**config.mk**
```make
export PLATFORM = sky130hd
export DESIGN_NAME = wb_pipe_flat
export DESIGN_NICKNAME = d
export VERILOG_FILES = /design/src/rtl/wb_pipe_if.sv /design/src/rtl/wb_pipe.sv /design/src/flat_wrapper.sv
export SDC_FILE = /design/constraint.sdc
export NUM_CORES = 1
export LEC_CHECK = 0
export CAP_MARGIN = 40
export CORE_MARGIN = 2
export CORE_UTILIZATION = 40
export DETAILED_ROUTE_END_ITERATION = 12
export GPL_TIMING_DRIVEN = 0
export HOLD_SLACK_MARGIN = 0.08
export MAX_ROUTING_LAYER = met4
export PLACE_DENSITY = 0.74
export SLEW_MARGIN = 20
export SYNTH_ARGS = -nofsm -noshare
export SYNTH_HDL_FRONTEND = slang
export SYNTH_SLANG_ARGS = --single-unit
```
**constraint.sdc**
```tcl
create_clock -name clk -period 12.9 [get_ports clk]
set_input_delay 1.29 -clock clk [delete_from_list [all_inputs] [get_ports clk]]
set_output_delay 1.29 -clock clk [all_outputs]
set_load 0.01 [all_outputs]
```
**src/rtl/wb_pipe_if.sv**
```systemverilog
// Bus bundle between the writeback stage and its surroundings:
// instruction/result inputs, DMEM return data, hazard query and
// register-file write port.
interface wb_pipe_if #(
  parameter int XLEN = 32
);
  logic            in_valid;
  logic [XLEN-1:0] in_pc;
  logic [XLEN-1:0] in_alu;
  logic [31:0]     in_inst;
  logic [1:0]      in_wbsel;
  logic            in_regwen;
  logic [XLEN-1:0] in_csr;
  logic            stall;
  logic [XLEN-1:0] dmem_rdata;
  logic [4:0]      hz_rs1;
  logic [4:0]      hz_rs2;
  logic            hz_stall;
  logic            rf_we;
  logic [4:0]      rf_waddr;
  logic [XLEN-1:0] rf_wdata;

  modport master (
    output in_valid, in_pc, in_alu, in_inst, in_wbsel, in_regwen, in_csr,
           stall, dmem_rdata, hz_rs1, hz_rs2,
    input  hz_stall, rf_we, rf_waddr, rf_wdata
  );

  modport slave (
    input  in_valid, in_pc, in_alu, in_inst, in_wbsel, in_regwen, in_csr,
           stall, dmem_rdata, hz_rs1, hz_rs2,
    output hz_stall, rf_we, rf_waddr, rf_wdata
  );
endinterface

```
**src/rtl/wb_pipe.sv**
```systemverilog
// Pipelined writeback stage. Instructions travel through LAT stages so
// that fixed-latency DMEM load data can catch up; the last stage selects
// and extends the result and drives a registered register-file write.
module wb_pipe #(
  parameter int XLEN = 32,
  parameter int LAT  = 1
) (
  input logic    clk,
  input logic    reset,
  wb_pipe_if.slave bus
);
  localparam int OFFW = $clog2(XLEN / 8);
  localparam logic [2:0] AGE_MAX = 3'(LAT);

  typedef struct packed {
    logic            valid;
    logic [XLEN-1:0] pc;
    logic [XLEN-1:0] alu;
    logic [4:0]      rd;
    logic [2:0]      funct3;
    logic [1:0]      wbsel;
    logic            regwen;
    logic [XLEN-1:0] csr;
    logic [2:0]      age;
    logic            ldone;
    logic [XLEN-1:0] ldata;
  } entry_t;

  entry_t st  [LAT];
  entry_t upd [LAT];
  entry_t fresh;
  entry_t tail;

  logic [XLEN-1:0] src;
  logic [XLEN-1:0] w;
  logic [XLEN-1:0] ext;
  logic [XLEN-1:0] result;
  logic [OFFW-1:0] off;
  logic            we_nxt;
  logic            hz;
  logic            rf_we_q;
  logic [4:0]      rf_waddr_q;
  logic [XLEN-1:0] rf_wdata_q;
  logic            unused_inst;

  // Only rd and funct3 of the instruction word matter here.
  assign unused_inst = ^{bus.in_inst[31:15], bus.in_inst[6:0]};

  // Build the s1 entry for an instruction presented this cycle.
  always_comb begin
    fresh        = '0;
    fresh.valid  = bus.in_valid;
    fresh.pc     = bus.in_pc;
    fresh.alu    = bus.in_alu;
    fresh.rd     = bus.in_inst[11:7];
    fresh.funct3 = bus.in_inst[14:12];
    fresh.wbsel  = bus.in_wbsel;
    fresh.regwen = bus.in_regwen;
    fresh.csr    = bus.in_csr;
    fresh.age    = 3'd1;
  end

  // Age every entry and capture DMEM data for the load whose data is due now.
  always_comb begin
    for (int i = 0; i < LAT; i++) begin
      upd[i] = st[i];
      if (st[i].valid) begin
        if (st[i].age < AGE_MAX) upd[i].age = st[i].age + 3'd1;
        if (st[i].wbsel == 2'b10 && !st[i].ldone && st[i].age == AGE_MAX) begin
          upd[i].ldone = 1'b1;
          upd[i].ldata = bus.dmem_rdata;
        end
      end
    end
  end

  // Select the load source, extend it and pick the final result.
  always_comb begin
    tail = st[LAT-1];
    src  = tail.ldone ? tail.ldata : bus.dmem_rdata;
    off  = tail.alu[OFFW-1:0];
    w    = src >> {off, 3'b000};
    ext  = '0;
    case (tail.funct3)
      3'b000: ext = XLEN'($signed(w[7:0]));
      3'b100: ext = XLEN'(w[7:0]);
      3'b001: ext = XLEN'($signed(w[15:0]));
      3'b101: ext = XLEN'(w[15:0]);
      3'b010: ext = XLEN'($signed(w[31:0]));
      3'b110: if (XLEN == 64) ext = XLEN'(w[31:0]);
      3'b011: if (XLEN == 64) ext = w;
      default: ext = '0;
    endcase
    case (tail.wbsel)
      2'b00:   result = tail.pc + XLEN'(4);
      2'b01:   result = tail.alu;
      2'b10:   result = ext;
      default: result = tail.csr;
    endcase
    we_nxt = tail.valid && !bus.stall && tail.regwen && (tail.rd != 5'd0);
  end

  // Flag decode when any in-flight load will write one of its sources.
  always_comb begin
    hz = 1'b0;
    for (int i = 0; i < LAT; i++) begin
      if (st[i].valid && st[i].wbsel == 2'b10 && st[i].regwen && st[i].rd != 5'd0 &&
          (st[i].rd == bus.hz_rs1 || st[i].rd == bus.hz_rs2))
        hz = 1'b1;
    end
  end

  // Advance or hold the stages and register the write port.
  always_ff @(posedge clk) begin
    if (reset) begin
      for (int i = 0; i < LAT; i++) begin
        st[i].valid <= 1'b0;
        st[i].ldone <= 1'b0;
      end
      rf_we_q    <= 1'b0;
      rf_waddr_q <= '0;
      rf_wdata_q <= '0;
    end else begin
      if (!bus.stall) begin
        st[0] <= fresh;
        for (int i = 1; i < LAT; i++) st[i] <= upd[i-1];
      end else begin
        for (int i = 0; i < LAT; i++) st[i] <= upd[i];
      end
      rf_we_q <= we_nxt;
      if (we_nxt) begin
        rf_waddr_q <= tail.rd;
        rf_wdata_q <= result;
      end
    end
  end

  assign bus.hz_stall = hz;
  assign bus.rf_we    = rf_we_q;
  assign bus.rf_waddr = rf_waddr_q;
  assign bus.rf_wdata = rf_wdata_q;
endmodule

```
**src/flat_wrapper.sv**
```systemverilog
// flat-port wrapper written by rule: the top's interface ports become plain ports
module wb_pipe_flat 
#(
  parameter int XLEN = 32,
  parameter int LAT  = 1
)
  (clk, reset, bus_in_valid, bus_in_pc, bus_in_alu, bus_in_inst, bus_in_wbsel, bus_in_regwen, bus_in_csr, bus_stall, bus_dmem_rdata, bus_hz_rs1, bus_hz_rs2, bus_hz_stall, bus_rf_we, bus_rf_waddr, bus_rf_wdata);
  wb_pipe_if #(.XLEN(XLEN)) bus_i ();
  input logic clk;
  input logic reset;
  input wire logic [$bits(bus_i.in_valid)-1:0] bus_in_valid;
  input wire logic [$bits(bus_i.in_pc)-1:0] bus_in_pc;
  input wire logic [$bits(bus_i.in_alu)-1:0] bus_in_alu;
  input wire logic [$bits(bus_i.in_inst)-1:0] bus_in_inst;
  input wire logic [$bits(bus_i.in_wbsel)-1:0] bus_in_wbsel;
  input wire logic [$bits(bus_i.in_regwen)-1:0] bus_in_regwen;
  input wire logic [$bits(bus_i.in_csr)-1:0] bus_in_csr;
  input wire logic [$bits(bus_i.stall)-1:0] bus_stall;
  input wire logic [$bits(bus_i.dmem_rdata)-1:0] bus_dmem_rdata;
  input wire logic [$bits(bus_i.hz_rs1)-1:0] bus_hz_rs1;
  input wire logic [$bits(bus_i.hz_rs2)-1:0] bus_hz_rs2;
  output wire logic [$bits(bus_i.hz_stall)-1:0] bus_hz_stall;
  output wire logic [$bits(bus_i.rf_we)-1:0] bus_rf_we;
  output wire logic [$bits(bus_i.rf_waddr)-1:0] bus_rf_waddr;
  output wire logic [$bits(bus_i.rf_wdata)-1:0] bus_rf_wdata;
  assign bus_i.in_valid = bus_in_valid;
  assign bus_i.in_pc = bus_in_pc;
  assign bus_i.in_alu = bus_in_alu;
  assign bus_i.in_inst = bus_in_inst;
  assign bus_i.in_wbsel = bus_in_wbsel;
  assign bus_i.in_regwen = bus_in_regwen;
  assign bus_i.in_csr = bus_in_csr;
  assign bus_i.stall = bus_stall;
  assign bus_i.dmem_rdata = bus_dmem_rdata;
  assign bus_i.hz_rs1 = bus_hz_rs1;
  assign bus_i.hz_rs2 = bus_hz_rs2;
  assign bus_hz_stall = bus_i.hz_stall;
  assign bus_rf_we = bus_i.rf_we;
  assign bus_rf_waddr = bus_i.rf_waddr;
  assign bus_rf_wdata = bus_i.rf_wdata;
  wb_pipe #(.XLEN(XLEN), .LAT(LAT)) u_core (.clk(clk), .reset(reset), .bus(bus_i));
endmodule
```
==> results of run 1 <==
cell families after synthesis:
kind of cell	after synthesis	synth area share, %
buf+inv	76	3.22
xor+xnor	25	2.31
mux	47	7.74
flops	182	53.6
compound gates	169	12.3
simple gates	344	20.5
fa+ha+maj	3	0.396
path summary, 6_finish.rpt:
path         slack, ps                       to                   start
min                460   u_core.bus.rf_wdata[4]  u_core.bus.rf_wdata[4]
min reg2reg        460   u_core.bus.rf_wdata[4]  u_core.bus.rf_wdata[4]
max               8710             bus_hz_stall           bus_hz_rs1[4]
max reg2reg       9820  u_core.bus.rf_wdata[28]        u_core.st[0][32]
power groups by stage:
stage	Combinational (µW)	Sequential (µW)	Clock [µW]
floorplan	94.1	699	0
global placement	194	704	0
detailed placement	200	701	0
CTS	202	689	496
global route	216	692	522
finish	203	689	499
layer usage:
metal  vias up  wire length (µm)
li1       3571                 -
met2       439             13700
met1      3766             12200
met5         -                 0
met3        46              2830
met4         0               811
cell usage in the layout, fill, tap and decap left out, types with 15 or more instances in the layout:
cell / instances
sky130_fd_sc_hd__clkdlybuf4s50_1: 190
sky130_fd_sc_hd__and2_1: 145
sky130_fd_sc_hd__edfxtp_1: 143
sky130_fd_sc_hd__o21ai_0: 70
sky130_fd_sc_hd__clkbuf_1: 51
sky130_fd_sc_hd__nand2_1: 51
sky130_fd_sc_hd__dfxtp_1: 39
sky130_fd_sc_hd__nor2_1: 37
sky130_fd_sc_hd__mux2i_1: 26
sky130_fd_sc_hd__nor3_1: 24
sky130_fd_sc_hd__mux4_2: 21
sky130_fd_sc_hd__o211ai_1: 19
sky130_fd_sc_hd__nand3_1: 18
sky130_fd_sc_hd__clkbuf_16: 18
sky130_fd_sc_hd__inv_1: 15
metrics by stage:
stage / cell area (µm²) / util (%) / hold WS, ps / setup slack, ps / power [µW]
finish: 12400 / 53.2 / 457 / 8710 / 1390
global route: 12400 / 53.2 / 481 / 8640 / 1430
CTS: 12400 / 53.2 / 455 / 8720 / 1390
detailed placement: 11900 / 50.9 / 439 / 8610 / 901
global placement: 11800 / 50.5 / 450 / 5280 / 898
floorplan: 9470 / - / 463 / 7520 / 793
state kept, by name, indices dropped and copies added (netlist names):
register,flops
u_core.bus.rf_we,1
u_core.st,144
u_core.bus.rf_waddr,5
u_core.bus.rf_wdata,32
worst register-to-register path: stages, from the launching register on:
cell	delay (ps)
sky130_fd_sc_hd__dfxtp_1	310
sky130_fd_sc_hd__buf_2	220
sky130_fd_sc_hd__buf_2	380
sky130_fd_sc_hd__buf_2	390
sky130_fd_sc_hd__clkbuf_1	640
sky130_fd_sc_hd__mux2i_1	330
sky130_fd_sc_hd__o21ai_0	120
sky130_fd_sc_hd__o311ai_0	390
sky130_fd_sc_hd__o211ai_1	160
cell type report:
cell class	count	area, µm²	share of cell area [%]
repair buffers	194	1980	16.0
clock inverters	12	93.8	0.756
plain buffers	61	253	2.04
flip-flops and latches	182	5070	40.9
inverters	15	56.3	0.453
multi-input cells	588	4100	33.0
well taps	319	399	3.21
clock buffers	19	454	3.66
==> summary.md, run 1 <==
| Metric | Value |
|---|---|
| Run status | complete, no violations |
| Final setup violation count | 0 |
| Clock Path Buffers | 2 |
| Final count of hold timing violations | 0 |
| Number of enable flip-flop cells after synthesis | roughly 140 |
| Cell Chain, Critical Path | clkdlybuf4s50_1, xnor2_1, nand3_1, nor3_1, a31oi_1, nor2_1, clkdlybuf4s50_1 |
| Remaining antenna violation count after routing | 0 |
| Fraction of final layout cells sized beyond drive strength 1 | 7.10% |
| Syn Area/Cell | about 11 µm² |
| Setup TNS Final | 0 ps |
| Cell count after synthesis | 846 |
| Die Area | around 0.025 mm² |
| Layout overhead on the synthesized area | 31.1% |
| Vias/cell | 5.63 |
| Predominant post-synthesis flop cell | sky130_fd_sc_hd__edfxtp_1 |
| Crit path top cell by count | sky130_fd_sc_hd__clkdlybuf4s50_1 |
| Actual slew at the worst max-slew pin | about 810 ps |
| Clock Sinks | about 180 |
| Power share of the sequential group | 49.5% |
| Path depth of the worst reg2reg path | 8 |
| Placer Congestion | between 0.9 and 1 |
| Final critical-path required period | ~4200 ps |
| Max stage delay on crit path | 550 ps |
| Number of resized instances in the post-cts repair step | 0 |
| Die height | approximately 160 µm |
| CORE AREA | between 0.02 and 0.025 mm² |
| Worst-path maximum fanout | 1 |
| Post-layout net count | 1,239 |
| Class of the most critical setup path | in2out |
| Filler instances | 1,985 |
| Top delay family on crit path | buffers and inverters |
| Vias after detailed routing | between 7k and 8k |
| Data arrival, critical path | 2900 ps |
| RSZ-0062 raised after global routing | false |
| Met3 demand-to-capacity share in global routing | under 10% |
| Combinational power share | between 10 and 15% |
| Max Cap Viol | 0 |
| Leakage | between 0.004 and 0.005 µW |
| Count of non-filler cells in the finished layout | between 1k and 1.5k |
| Worst Clk Skew | 7.76 ps |
| Synth area leader | sky130_fd_sc_hd__edfxtp_1 |
| Global routing usage on met1 | around 33% |
| Gr busiest metal | met2 |
| Number of pins exceeding their max-slew limit in the final report | 0 |
| DRT Wirelength | 29,500 µm |
| Most frequent cell after synthesis | sky130_fd_sc_hd__and2_1 |
| Area share of the leading cell type in the synthesized netlist | between 40 and 50% |
| Met2 global-route usage | 37.2% |
| Clock transition at the registers of the reported paths | 70 ps |
| Sequential fraction of the synthesis area | around 54% |
| Switching part of the total | between 20% and 30% |
| Post-detail-place hpwl | about 22,000 µm |
| Worst endpoint required time | 11,610 ps |
| Critical path endpoint category | output pin |
| Min-Delay Path Depth | 2 |
| Yosys warning count | 0 |
| Worst slew margin relative to its limit | 45.0% |
| Fraction of registers with async set/reset | 0% |
| I/O pin cnt | 216 |
| Net switching power | ~360 µW |
| Count of standard-cell rows | 56 |
| Max Clk Rate | about 240 MHz |
| Maximum number of pins on one net before global-route repair | 53 |
| Post-cts hold buffer count | 0 |
| Total Routing Usage GR | between 20% and 30% |
| Antenna diode count | 0 |
| List of most frequent post-synthesis cells | sky130_fd_sc_hd__and2_1 (145), sky130_fd_sc_hd__edfxtp_1 (143), sky130_fd_sc_hd__o21ai_0 (70) |
| Internal | 1030 µW |
| Netlist cell types | 56 |
| First drt pass iteration count | 8 |
| Vias in the first global route | between 7k and 8k |
| CP Buf/Inv Count | 2 |
| IR drop worst, VDD | roughly 0.074 mV |
| Cell total after placement | between 1k and 1.5k |
| Initial detailed-routing violation count | 680 |
| Clock network power share | a little over a third |
| Post-Synthesis Cell Area | between 0.009 and 0.01 mm² |
| Net count after synthesis | 1,026 |
| Hold/Removal Path Class | reg2reg |
| Wirelength per Cell | 21.2 µm |
| Tcrit/Tclk final | between 30% and 40% |
| TritonCTS clock tree | built |
| Total global routing overflow | 0 |
| Synth area leaders | sky130_fd_sc_hd__edfxtp_1 (45%), sky130_fd_sc_hd__and2_1 (9.6%), sky130_fd_sc_hd__dfxtp_1 (8.2%), sky130_fd_sc_hd__mux4_2 (5.0%), sky130_fd_sc_hd__o21ai_0 (3.7%) |
| Worst-path cell with the longest stage delay | sky130_fd_sc_hd__clkdlybuf4s50_1 |
| Cts bufs inserted | 17 |
| Number of buffers inserted by post-CTS setup repair | 0 |
| Post-synthesis register bit count | 182 |
| CTS H-Tree Depth | 4 |
| Number of buffers inserted by port buffering | 190 |
| Later-pin clock latency in the skew report | ~440 ps |
| Critical Path Source Type | input port |
| Initial standard-cell utilization of the core | between 40 and 50% |
| First-pass GRT wire length | approximately 43,000 µm |
| Levels on crit path | 7 |
| DRC violation count after routing | 0 |
| Root Buffer Master | sky130_fd_sc_hd__clkbuf_16 |
| Number of antenna violations at the first check in global routing | 0 |
| Die width | 158 µm |
| Total power per unit cell area | around 110 mW/mm² |
No activity file was read; power rests on OpenSTA's default activity.
==> run 2: changes to the inputs <==
Settings changed: PLACE_DENSITY 0.74 to 0.77.
Clock period 12.9 ns to 3.8 ns, I/O delays scaled along.
==> summary.md, run 2 (synthesis results as in run 1) <==
| Metric | Value |
|---|---|
| Run status | complete, no violations (unchanged) |
| Die width | 158 µm (unchanged) |
| Most used cells in the layout excluding fill and tap cells | sky130_fd_sc_hd__clkdlybuf4s50_1 (190), sky130_fd_sc_hd__and2_1 (145), sky130_fd_sc_hd__edfxtp_1 (143) (unchanged) |
| Worst Clk Skew | 9.87 ps (was 7.76 ps) |
| Worst slew margin relative to its limit | 49.4% (was 45.0%) |
| Remaining antenna violation count after routing | 0 (unchanged) |
| Number of buffers inserted by post-CTS setup repair | 0 (unchanged) |
| CTS H-Tree Depth | 4 (unchanged) |
| Worst-path cell with the longest stage delay | sky130_fd_sc_hd__clkdlybuf4s50_1 (unchanged) |
| Initial standard-cell utilization of the core | 40.6% (unchanged) |
| Number of buffers inserted by port buffering | 190 (unchanged) |
| Initial detailed-routing violation count | 836 (was 680) |
| Cts bufs inserted | 17 (unchanged) |
| Vias/cell | 5.69 (was 5.63) |
| Leakage | 0.00409 µW (was 0.00406 µW) |
| Total power per unit cell area | 396 mW/mm² (was 112 mW/mm²) |
| Final count of hold timing violations | 0 (unchanged) |
| DRT Wirelength | 29,500 µm (about the same) |
| Later-pin clock latency in the skew report | 440 ps (about the same) |
| Post-cts hold buffer count | 0 (unchanged) |
| Min-Delay Path Depth | 2 (unchanged) |
| Top delay family on crit path | buffers and inverters (unchanged) |
| Die height | 158 µm (unchanged) |
| Number of antenna violations at the first check in global routing | 1 (was 0) |
| Wirelength per Cell | 21.2 µm (about the same) |
| Clock Path Buffers | 2 (unchanged) |
| Max stage delay on crit path | 570 ps (was 550 ps) |
| CP Buf/Inv Count | 5 (was 2) |
| Fraction of final layout cells sized beyond drive strength 1 | 7.10% (about the same) |
| First-pass GRT wire length | 43,400 µm (was 43,300 µm) |
| Critical Path Source Type | input port (unchanged) |
| Tcrit/Tclk final | 82.2% |
| Power Total | 4950 µW (was 1390 µW) |
| TritonCTS clock tree | built (unchanged) |
| Register with the highest flop count | u_core.st (unchanged) |
| Crit path top cell by count | sky130_fd_sc_hd__clkbuf_1 (was sky130_fd_sc_hd__clkdlybuf4s50_1) |
| IR drop worst, VDD | 0.263 mV (was 0.0741 mV) |
| Placer Congestion | 0.935 (was 0.933) |
| I/O pin cnt | 216 (unchanged) |
| Critical path endpoint category | flip-flop (was output pin) |
| Root Buffer Master | sky130_fd_sc_hd__clkbuf_16 (unchanged) |
| First drt pass iteration count | 5 (was 8) |
| Clock Sinks | 182 (unchanged) |
| Final setup violation count | 0 (unchanged) |
| Post-layout net count | 1,237 (was 1,239) |
| Data arrival, critical path | 3480 ps (was 2900 ps) |
| Count of non-filler cells in the finished layout | 1,389 (was 1,390) |
| Number of pins exceeding their max-slew limit in the final report | 0 (unchanged) |
| Final critical-path required period | about 3100 ps |
| Class of the most critical setup path | in2reg (was in2out) |
| Levels on crit path | 10 (was 7) |
| DRC violation count after routing | 0 (unchanged) |
| Die Area | 0.0249 mm² (unchanged) |
| CORE AREA | 0.0233 mm² (unchanged) |
| Max Cap Viol | 0 (unchanged) |
| Vias in the first global route | 7,619 (was 7,372) |
| Layout overhead on the synthesized area | 31.9% (was 31.1%) |
| Count of standard-cell rows | 56 (unchanged) |
| Cell total after placement | 1,357 (was 1,359) |
| Post-detail-place hpwl | 22,300 µm (was 22,200 µm) |
| Vias after detailed routing | 7,909 (was 7,822) |
| Antenna diode count | 0 (unchanged) |
| Hold/Removal Path Class | reg2reg (unchanged) |
| Maximum number of pins on one net before global-route repair | 81 (was 53) |
| Worst-path maximum fanout | 10 (was 1) |
| Cell Chain, Critical Path | clkdlybuf4s50_1, and3b_1, clkbuf_1, o21a_1, clkbuf_1, nand2b_1, inv_1, clkbuf_1, o311ai_0, o211ai_1 (was clkdlybuf4s50_1, xnor2_1, nand3_1, nor3_1, a31oi_1, nor2_1, clkdlybuf4s50_1) |
| Worst endpoint required time | 4160 ps (was 11,610 ps) |
| Largest register FFs | 144 (unchanged) |
| Actual slew at the worst max-slew pin | 760 ps (was 814 ps) |
| Most common cell after layout, fill and taps aside | sky130_fd_sc_hd__clkdlybuf4s50_1 (unchanged) |
| RSZ-0062 raised after global routing | false (unchanged) |
| Path depth of the worst reg2reg path | 8 (unchanged) |
| Number of resized instances in the post-cts repair step | 0 (unchanged) |
| Clock transition at the registers of the reported paths | 70 ps (about the same) |
| Total global routing overflow | 0 (unchanged) |
| Total Routing Usage GR | 24.3% (was 24.4%) |
| Max Clk Rate | roughly 320 MHz |
==> run 2: per-layer routing <==
layer,wire [µm],vias up,global-route usage [%]
met5,0,-,-
met4,1000,0,9.96
met3,2840,68,4.43
met2,13800,466,37.3
met1,11800,3815,32.0
li1,-,3560,-
==> run 2: stage by stage <==
| step | hold WS [ps] | setup WS [ps] | instance area [µm²] | setup TNS [ps] | util [%] |
|---|---|---|---|---|---|
| CTS | 476 | 712 | 12500 | 0 | 53.5 |
| global route | 489 | 475 | 12500 | 0 | 53.5 |
| global placement | 452 | -858 | 11800 | -104340 | 50.5 |
| detailed placement | 461 | 385 | 11900 | 0 | 50.8 |
| floorplan | 463 | 198 | 9470 | 0 | - |
| finish | 473 | 677 | 12500 | 0 | 53.5 |
==> run 2: area by class of cell <==
| cell class | count | area [µm²] |
|---|---|---|
| Tap cell | 319 | 399 |
| Sequential cell | 182 | 5070 |
| Inverter | 15 | 56.3 |
| Clock inverter | 11 | 156 |
| Buffer | 61 | 259 |
| Multi-Input combinational cell | 588 | 4110 |
| Clock buffer | 21 | 482 |
| Fill cell | 1983 | 10800 |
| Timing Repair Buffer | 192 | 1960 |
==> run 2: worst min-delay path, stage by stage, from the launching register on <==
cell                       delay (ps)
sky130_fd_sc_hd__dfxtp_1          330
sky130_fd_sc_hd__nand2_1           50
sky130_fd_sc_hd__o211ai_1          60
==> run 2: final timing paths <==
path	from	endpoint	slack, ps
worst min register to register	u_core.bus.rf_wdata[19]	u_core.bus.rf_wdata[19]	470
worst max-delay path	bus_stall	u_core.bus.rf_wdata[29]	680
worst min-delay path	u_core.bus.rf_wdata[19]	u_core.bus.rf_wdata[19]	470
worst max register to register	u_core.st[0][32]	u_core.bus.rf_wdata[29]	690
==> run 2: report_power, final <==
| group | internal (µW) | leakage, µW | switching, µW | total [µW] |
|---|---|---|---|---|
| logic | 343 | 0.00220 | 344 | 687 |
| clock network | 1120 | 0.000315 | 799 | 1920 |
| registers | 2270 | 0.00157 | 76.2 | 2340 |
